[config.mk]
export PLATFORM = sky130hd
export DESIGN_NAME = icache_miss_ctrl
export DESIGN_NICKNAME = d
export VERILOG_FILES = /design/src/rtl/icache_miss_ctrl_pkg.sv /design/src/rtl/icache_miss_ctrl_refill_buf.sv /design/src/rtl/icache_miss_ctrl.sv
export SDC_FILE = /design/constraint.sdc
export NUM_CORES = 1
export LEC_CHECK = 0
export CAP_MARGIN = 20
export CORE_AREA = 2 2 163 165
export DETAILED_ROUTE_END_ITERATION = 8
export DIE_AREA = 0 0 165 167
export GPL_ROUTABILITY_DRIVEN = 0
export PLACE_DENSITY = 0.71
export SLEW_MARGIN = 20
export SYNTH_ARGS = -nofsm -noshare
export SYNTH_HDL_FRONTEND = slang
export SYNTH_SLANG_ARGS = --single-unit
export TNS_END_PERCENT = 30
[constraint.sdc]
create_clock -name clk -period 8.05 [get_ports clk]
set_input_delay 2.0125 -clock clk [delete_from_list [all_inputs] [get_ports clk]]
set_output_delay 2.0125 -clock clk [all_outputs]
set_load 0.02 [all_outputs]
[src/rtl/icache_miss_ctrl_pkg.sv]
// Shared constants for the I-cache miss controller: default sizes, derived
// width helpers and the FSM state encodings.
package icache_miss_ctrl_pkg;

  localparam int WORD_BITS_DEF   = 32;
  localparam int BLOCK_WORDS_DEF = 4;
  localparam int ADDR_BITS_DEF   = 32;

  localparam int ST_BITS = 3;
  localparam logic [ST_BITS-1:0] ST_IDLE   = 3'd0;
  localparam logic [ST_BITS-1:0] ST_REQ    = 3'd1;
  localparam logic [ST_BITS-1:0] ST_FILL   = 3'd2;
  localparam logic [ST_BITS-1:0] ST_WRITE  = 3'd3;
  localparam logic [ST_BITS-1:0] ST_REPLAY = 3'd4;

  // Byte offset width inside a block of 32-bit-addressed words.
  function automatic int ofs_bits(input int block_words);
    return $clog2(block_words) + 2;
  endfunction

endpackage

[src/rtl/icache_miss_ctrl_refill_buf.sv]
// Refill buffer: collects one block from memory, one word per beat, in
// word order. The beat counter wraps back to 0 after the last word.
module icache_refill_buf
  import icache_miss_ctrl_pkg::*;
#(
  parameter int WORD_BITS   = WORD_BITS_DEF,
  parameter int BLOCK_WORDS = BLOCK_WORDS_DEF
) (
  input  logic                             clk,
  input  logic                             rst,
  input  logic                             clear,
  input  logic                             wr_en,
  input  logic [WORD_BITS-1:0]             wdata,
  output logic [BLOCK_WORDS*WORD_BITS-1:0] block,
  output logic                             last_beat
);

  localparam int CNT_BITS = $clog2(BLOCK_WORDS);

  logic [CNT_BITS-1:0]                     cnt_q, cnt_d;
  logic [BLOCK_WORDS-1:0][WORD_BITS-1:0]   buf_q, buf_d;

  // Next-state: clear restarts the block, each beat fills the next word.
  always_comb begin
    cnt_d = cnt_q;
    buf_d = buf_q;
    if (clear) begin
      cnt_d = '0;
      buf_d = '0;
    end else if (wr_en) begin
      buf_d[cnt_q] = wdata;
      cnt_d        = cnt_q + CNT_BITS'(1);
    end
  end

  // Counter and block storage.
  always_ff @(posedge clk or negedge rst) begin
    if (!rst) begin
      cnt_q <= '0;
      buf_q <= '0;
    end else begin
      cnt_q <= cnt_d;
      buf_q <= buf_d;
    end
  end

  assign block     = buf_q;
  assign last_beat = (cnt_q == CNT_BITS'(BLOCK_WORDS - 1));

endmodule

[src/rtl/icache_miss_ctrl.sv]
// I-cache miss controller: same-cycle lookup for fetch, and on a miss a
// block refill from memory, array write, then a replayed lookup.
module icache_miss_ctrl
  import icache_miss_ctrl_pkg::*;
#(
  parameter int WORD_BITS   = WORD_BITS_DEF,
  parameter int BLOCK_WORDS = BLOCK_WORDS_DEF,
  parameter int ADDR_BITS   = ADDR_BITS_DEF
) (
  input  logic                                      clk,
  input  logic                                      rst,
  input  logic                                      if_req,
  input  logic [ADDR_BITS-1:0]                      if_addr,
  output logic [WORD_BITS-1:0]                      if_instr,
  output logic                                      if_stall,
  output logic                                      arr_ren,
  output logic                                      arr_wen,
  output logic [ADDR_BITS-ofs_bits(BLOCK_WORDS)-1:0] arr_blk_addr,
  output logic [BLOCK_WORDS*WORD_BITS-1:0]          arr_wdata,
  input  logic                                      arr_hit,
  input  logic [BLOCK_WORDS*WORD_BITS-1:0]          arr_rdata,
  output logic                                      mem_req,
  output logic [ADDR_BITS-ofs_bits(BLOCK_WORDS)-1:0] mem_addr,
  input  logic                                      mem_ack,
  input  logic                                      mem_rvalid,
  input  logic [WORD_BITS-1:0]                      mem_rdata
);

  localparam int OFS_BITS      = ofs_bits(BLOCK_WORDS);
  localparam int BLK_ADDR_BITS = ADDR_BITS - OFS_BITS;
  localparam int SEL_BITS      = OFS_BITS - 2;

  logic [ST_BITS-1:0]                     state_q, state_d;
  logic [BLK_ADDR_BITS-1:0]               lat_q, lat_d;

  logic [BLK_ADDR_BITS-1:0]               if_blk;
  logic [SEL_BITS-1:0]                    if_sel;
  logic [BLOCK_WORDS-1:0][WORD_BITS-1:0]  rd_words;
  logic [BLOCK_WORDS*WORD_BITS-1:0]       buf_block;
  logic                                   buf_last, buf_clear, buf_wr;
  logic                                   idle_lookup;
  logic                                   ren_c, wen_c, req_c, stall_c;
  logic [BLK_ADDR_BITS-1:0]               blk_c;
  logic [WORD_BITS-1:0]                   instr_c;
  logic                                   unused_addr_lsb;

  assign if_blk          = if_addr[ADDR_BITS-1:OFS_BITS];
  assign if_sel          = if_addr[OFS_BITS-1:2];
  assign rd_words        = arr_rdata;
  assign unused_addr_lsb = ^if_addr[1:0];

  icache_refill_buf #(
    .WORD_BITS  (WORD_BITS),
    .BLOCK_WORDS(BLOCK_WORDS)
  ) u_buf (
    .clk      (clk),
    .rst      (rst),
    .clear    (buf_clear),
    .wr_en    (buf_wr),
    .wdata    (mem_rdata),
    .block    (buf_block),
    .last_beat(buf_last)
  );

  // FSM next-state and raw output decode. REPLAY on a redirected (or absent)
  // fetch falls back to a normal IDLE lookup in the same cycle.
  always_comb begin
    state_d     = state_q;
    lat_d       = lat_q;
    ren_c       = 1'b0;
    wen_c       = 1'b0;
    req_c       = 1'b0;
    stall_c     = 1'b0;
    blk_c       = '0;
    instr_c     = '0;
    buf_clear   = 1'b0;
    buf_wr      = 1'b0;
    idle_lookup = 1'b0;
    case (state_q)
      ST_REQ: begin
        req_c   = 1'b1;
        stall_c = 1'b1;
        if (mem_ack) begin
          state_d   = ST_FILL;
          buf_clear = 1'b1;
        end
      end
      ST_FILL: begin
        stall_c = 1'b1;
        buf_wr  = mem_rvalid;
        if (mem_rvalid && buf_last) state_d = ST_WRITE;
      end
      ST_WRITE: begin
        stall_c = 1'b1;
        wen_c   = 1'b1;
        blk_c   = lat_q;
        state_d = ST_REPLAY;
      end
      ST_REPLAY: begin
        if (if_req && (if_blk == lat_q)) begin
          ren_c = 1'b1;
          blk_c = lat_q;
          if (arr_hit) begin
            instr_c = rd_words[if_sel];
            state_d = ST_IDLE;
          end else begin
            // Block just written but not found: refetch it.
            stall_c = 1'b1;
            state_d = ST_REQ;
          end
        end else begin
          idle_lookup = 1'b1;
        end
      end
      default: idle_lookup = 1'b1;
    endcase

    if (idle_lookup) begin
      ren_c   = if_req;
      blk_c   = if_blk;
      state_d = ST_IDLE;
      if (if_req) begin
        if (arr_hit) begin
          instr_c = rd_words[if_sel];
        end else begin
          stall_c = 1'b1;
          lat_d   = if_blk;
          state_d = ST_REQ;
        end
      end
    end
  end

  // State and latched miss address.
  always_ff @(posedge clk or negedge rst) begin
    if (!rst) begin
      state_q <= ST_IDLE;
      lat_q   <= '0;
    end else begin
      state_q <= state_d;
      lat_q   <= lat_d;
    end
  end

  // Outputs are forced quiet while reset is asserted; stall mirrors the
  // request so fetch holds.
  assign arr_ren      = rst & ren_c;
  assign arr_wen      = rst & wen_c;
  assign arr_blk_addr = rst ? blk_c : '0;
  assign arr_wdata    = (rst && wen_c) ? buf_block : '0;
  assign mem_req      = rst & req_c;
  assign mem_addr     = (rst && req_c) ? lat_q : '0;
  assign if_instr     = (rst && if_req && !stall_c) ? instr_c : '0;
  assign if_stall     = rst ? stall_c : if_req;

endmodule

==> run metrics, run 1 <==
Die Width=165 microns; worst-margin pin slew=1.120 ns; H-tree level count=4; row count=59; largest area contributor in the netlist=dfrtp_1; post-synthesis sequential area ratio=43.64%; Die H=167 microns; setup_tns=0 ns; pwr/cell area=236.9 nW/um^2; Post-Syn Area per Cell=a little over 9 sq um; Clock Skew=0.01421 ns; Yosys warning count=0; number of stages on the worst setup path=7; Fin. Hold Viols=0; Req. time, crit path=a little over 6 ns; vias in the first global route=8864; Synth Flop Type=dfrtp_1; dpl hpwl=25.13 mm; count leader, synth=nand2_1; Worst EP arrival=between 5 and 6 ns; max-cap viol count=0; drc violations=0; end of the worst register-to-register path=u_buf.block[56]; final worst path period share=about 87%; cts bufs inserted=17; R2R Path Start=state_q[0]; crit path launch type=input port; final-stage net count=1559; Crit path top cell by count=clkdlybuf4s50_1; routed len/inst=20.08 microns; final setup fails=0; Worst path max stage delay=0.65 ns; worst-path cell chain=clkdlybuf4s50_1 -> xor2_1 -> nor4_1 -> nand4_1 -> o21a_1 -> a32o_1 -> clkdlybuf4s50_1; Routed Antenna Nets=0; CTS hold repair buffers=0; synth cell count leaders=263 x nand2_1, 161 x dfrtp_1, 132 x and2_1; Post-Syn Area=9231 sq um; layout cells sized above 1=8.619%; post-synth top area share=between 40% and 50%; I/O pins=between 400 and 500; Resized Gates After CTS=0; CTS clk-pin slew, worst paths=approximately 0.060 ns; Power, Total=3.353 mW; post-synthesis sequential element count=161; critical path peak fanout=28; Crit. End Element=output pin; Reg2Reg Setup Slack=5.19 ns; RSZ-0062 raised after global routing=false; leakage=5.827 nW; EDFF count, synth=0; initial antenna violation count=5; slew margin rel.=25.31%; latest clock arrival within the worst-skew pair=0.43 ns; Core Box Area=25760 sq um; drt total wl=34.29 mm; Total GRT Usage=24.84%; DRT Pass-1 Iters=7; Cells after Synth=990; syn_nets=1192; Worst Hold Class=register to register; die footprint=~28000 sq um; Area contributors post-synth=dfrtp_1 44%, nand2_1 11%, and2_1 8.9%; Clock Sinks=~160; Post-synth ARST share=100.0%; Yosys cell types=36; Final Max Slew Viols=0; CTS max path bufs=2; R2R cell count=6; CP Capture Point=arr_blk_addr[13]; CTS tree=built; starting density of the core=35.83%; vias per cell=~5; outcome=finished clean; slowest stage cell, crit path=o21a_1; grt total ovfl=0; largest net degree at the start of global routing=130; IO Port Bufs=415; Period minus WS final=7.019 ns; Layout area overhead=53.28%; DR iter-0 viols=562; Via Count=between 8000 and 9000; CP Buf/Inv Count=2; Top delay family on crit path=buffers and inverters; Fmax=142.5 MHz; Critical Path Start=if_addr[6]; first-pass GRT wire length=51.68 mm; root buf cell=clkbuf_16; Setup CP Type=input port to output pin; Peak VDD IR=around 0.13 mV; post-CTS setup buffers=0
-- final cells by class --
cell class / instances / area [sq um]
fill: 2317 / 11610
multi-input combinational: 742 / 4796
timing repair buffer: 433 / 4312
sequential: 161 / 4029
clock buffer: 17 / 425.4
tap: 335 / 419.2
clock inverter: 14 / 151.4
antenna: 4 / 10.01
inverter: 2 / 7.507
-- worst register-to-register path, cell delays in order (launching register included) --
cell and delay, ns:
dfrtp_1 0.47, nor2b_1 0.23, nor2b_1 0.28, buf_4 0.33, and2_4 0.43, buf_4 0.76, a21oi_1 0.20
-- kinds of logic after synthesis --
group	count (synthesis)	share of synthesized area [%]
adders and majority gates	4	0.5422
and+or+nand+nor	500	26.70
DFF	161	43.64
xor gates and xnor gates	29	2.751
muxes	61	12.14
buffers and inverters	87	4.486
AOI/OAI and AO/OA	148	9.732
-- stage by stage --
| step | instance area (sq um) | hold slack [ns] | util [%] | setup WS [ns] | instances |
|---|---|---|---|---|---|
| 3_3_place_gp | 13530 | 0.4738 | 52.52 | 1.056 | 1672 |
| 2_1_floorplan | 9231 | 0.4579 | - | 2.637 | 990 |
| 5_1_grt | 14150 | 0.5240 | 54.92 | 0.8390 | 1708 |
| 4_1_cts | 14110 | 0.4977 | 54.76 | 1.036 | 1703 |
| 3_5_place_dp | 13530 | 0.4804 | 52.52 | 1.064 | 1672 |
| 6_report | 14150 | 0.4947 | 54.92 | 1.031 | 1708 |
-- registers in the layout (all words and copies together), names as in the netlist --
register and cells:
u_buf.block 128, lat_q 28, state_q 3, u_buf.cnt_q 2
-- worst min path at each step --
| stage | startpoint | endpoint | slack, ns | cells after the start |
|---|---|---|---|---|
| final | u_buf.block[94] | u_buf.block[94] | 0.49 | 2 |
| after global routing | u_buf.block[91] | u_buf.block[91] | 0.52 | 2 |
| after CTS | u_buf.block[94] | u_buf.block[94] | 0.50 | 2 |
| after detailed placement | u_buf.block[73] | u_buf.block[73] | 0.48 | 2 |
| after global placement | u_buf.block[89] | u_buf.block[89] | 0.47 | 2 |
| after floorplan | u_buf.block[64] | u_buf.block[64] | 0.46 | 2 |
-- per-layer routing --
layer	track usage, %	share of wire [%]	up-vias
met4	9.452	3.0	2
li1	-	-	4081
met3	6.750	7.3	53
met2	43.62	53	363
met5	0	0.044	-
met1	28.56	37	4190
-- cell usage in the layout, fill, tap and decap left out, drive strengths merged, types with 4 or more instances in the layout --
cell           instances
nor2                   6
and3                  29
ha                     4
clkbuf                18
and2                 136
diode                  4
mux2                  28
clkdlybuf4s50        413
xor2                  28
a21oi                115
inv                    7
nor2b                 35
a32o                  28
clkinvlp               4
mux4                  32
clkinv                 4
nand3                 16
nor4                   6
buf                   19
dfrtp                161
nand2                263
-- report_power, final --
group          switching (mW)  internal, mW  total [mW]
logic                   0.594         0.587        1.18
registers               0.224          1.14        1.37
clock network           0.369         0.435       0.804
Note: power is estimated with default switching activity, not from simulation.
==> run 2, diff against run 1 <==
--- a/config.mk
+++ b/config.mk
@@ -6,11 +6,14 @@
 export NUM_CORES = 1
 export LEC_CHECK = 0
 export CAP_MARGIN = 20
-export CORE_AREA = 2 2 163 165
+export CORE_AREA = 2 2 161 163
+export CTS_BUF_LIST = sky130_fd_sc_hd__clkbuf_4 sky130_fd_sc_hd__clkbuf_8
 export DETAILED_ROUTE_END_ITERATION = 8
-export DIE_AREA = 0 0 165 167
+export DIE_AREA = 0 0 163 165
 export GPL_ROUTABILITY_DRIVEN = 0
-export PLACE_DENSITY = 0.71
+export PLACE_DENSITY = 0.72
+export SETUP_SLACK_MARGIN = 0.15
+export SKIP_CTS_REPAIR_TIMING = 1
 export SLEW_MARGIN = 20
 export SYNTH_ARGS = -nofsm -noshare
 export SYNTH_HDL_FRONTEND = slang
==> run 2 against run 1 <==
Compared with the run above:
- global-route usage grew 0.85 points
- register-to-register slack gained 0.20 ns
- non-clock buffer count fell by 1
- via count grew 0.25%
- setup slack improved by 0.018 ns
- combinational power about the same
==> run metrics, run 2 (same netlist as run 1, synthesis figures left out) <==
cts bufs inserted=17; Period minus WS final=7.002 ns; I/O pins=between 400 and 500; worst setup margin=1.048 ns; R2R cell count=6; Place WS=1.078 ns; drc violations=0; Global Route met3 Usage=approximately 6.8%; CTS clk-pin slew, worst paths=about 0.090 ns; Comb power frac=37.5%; slowest stage cell, crit path=o21a_1; latest clock arrival within the worst-skew pair=0.47 ns; most common cell after layout, fill and taps aside=clkdlybuf4s50_1; Clock Sinks=161; Die Width=163 microns; row count=58; DR iter-0 viols=about 680; Die H=165 microns; Peak VDD IR=0.1410 mV; Total GRT Usage=25.69%; slew margin rel.=27.14%; Fin. Hold Viols=0; H-tree level count=4; Worst Hold Class=register to register; pwr/cell area=around 220 nW/um^2; CP Buf/Inv Count=2; end of the worst register-to-register path=u_buf.block[120]; critical path peak fanout=28; vias per cell=around 5.1; Crit. End Element=output pin; drt total wl=35.14 mm; root buf cell=clkbuf_8; Reg power frac=a little over two fifths; worst-path cell chain=clkdlybuf4s50_1 -> xor2_1 -> nor4_1 -> nand4_1 -> o21a_1 -> a32o_1 -> clkdlybuf4s50_1; crit path launch type=input port; P_sw=1.173 mW; met2 GRT Util=46.17%; Sw Ratio=37.42%; Worst EP arrival=4.99 ns; Crit path top cell by count=clkdlybuf4s50_1; first-pass GRT wire length=51.64 mm; CTS tree=built; initial antenna violation count=13; clock share of power=19.1%; Setup CP Type=input port to output pin; R2R Path Start=state_q[0]; Req. time, crit path=6.04 ns; CTS max path bufs=2; Critical Path Start=if_addr[12]; DRT Pass-1 Iters=7; Via Count=8711; leakage=5.755 nW; CP Capture Point=arr_blk_addr[14]; IO Port Bufs=slightly above 400; vias in the first global route=8805; final setup fails=0; Routed Antenna Nets=0; Top delay family on crit path=buffers and inverters; P_int=slightly below 2 mW; number of stages on the worst setup path=7; Core Box Area=25040 sq um; max-cap viol count=0; final-stage net count=roughly 1600; Worst path max stage delay=around 0.65 ns; RSZ-0062 raised after global routing=false; worst-margin pin slew=about 1.1 ns; routed len/inst=20.53 microns; Layout area overhead=51.26%; commonest non-fill, non-tap cells in the layout=413 x clkdlybuf4s50_1, 263 x nand2_1, 161 x dfrtp_1, 135 x and2_1, 115 x a21oi_1; Clock Skew=approximately 0.026 ns; most used routing layer in global routing=met2; Final Max Slew Viols=0; layout cells sized above 1=around 8.6%; dpl hpwl=26.20 mm; Fmax=142.8 MHz; starting density of the core=between 30% and 40%; largest net degree at the start of global routing=approximately 170; outcome=finished clean; met1 usage=between 20% and 30%; max FFs per register=about 130; die footprint=26900 sq um; final worst path period share=between 80% and 90%; Reg2Reg Setup Slack=5.39 ns; grt total ovfl=0; setup_tns=0 ns; worst slack on hold paths=between 0.4 and 0.5 ns
-- run 2: cell count changes in the layout (fill, tap and decap cells not counted), sizes merged --
cell      previous run  this run
diode                4        13
clkinvlp             4         0
buf                 19        18
bufinv               1         0
inv                  7        10
clkinv               4         7
-- run 2: final cells by class --
cell class              count  area (sq um)
diodes                     13         32.53
clock buffers              17         234.0
clock inverters            15         160.2
fillers                  2271         11070
inverters                   2         7.507
multi-input cells         742          4792
flip-flops and latches    161          4029
well taps                 330         412.9
repair buffers            432          4295
-- run 2: worst min path at each step --
stage,endpoint,depth (start not counted),slack [ns],from
2_1_floorplan,u_buf.block[64],2,0.46,u_buf.block[64]
3_3_place_gp,u_buf.block[90],2,0.48,u_buf.block[90]
3_5_place_dp,u_buf.block[93],2,0.48,u_buf.block[93]
4_1_cts,u_buf.block[93],2,0.50,u_buf.block[93]
5_1_grt,u_buf.block[93],2,0.52,u_buf.block[93]
6_report,u_buf.block[93],2,0.50,u_buf.block[93]
-- run 2: worst reg2reg max path: cells and delay by family, from the launching register on --
family                 cells  cell delay [ns]
AO/OA/AOI/OAI              1             0.20
AND/OR/NAND/NOR            3             0.68
buffers and inverters      2             1.14
flip-flops                 1             0.47
-- run 2: through the flow --
step                      util, %  area (sq um)  total power, mW  cells
after floorplan                 -          9231            2.087    990
after global placement      54.06         13530            2.516   1667
after detailed placement    54.06         13530            2.560   1667
after CTS                   55.63         13930            3.162   1699
after global routing        55.77         13960            3.344   1712
final                       55.77         13960            3.133   1712
-- run 2: power by group through the flow --
stage | logic, mW | clock network [mW] | registers, mW
6_report | 1.17 | 0.598 | 1.36
2_1_floorplan | 0.782 | 0 | 1.31
3_3_place_gp | 1.16 | 0 | 1.36
4_1_cts | 1.19 | 0.615 | 1.36
5_1_grt | 1.29 | 0.644 | 1.41
3_5_place_dp | 1.18 | 0 | 1.38
-- run 2: routing by layer --
layer  vias up  wire length [microns]
li1       4072                      -
met1      4200                  12590
met2       381                  18710
met3        56                   2561
met4         2                   1261
met5         -                     13
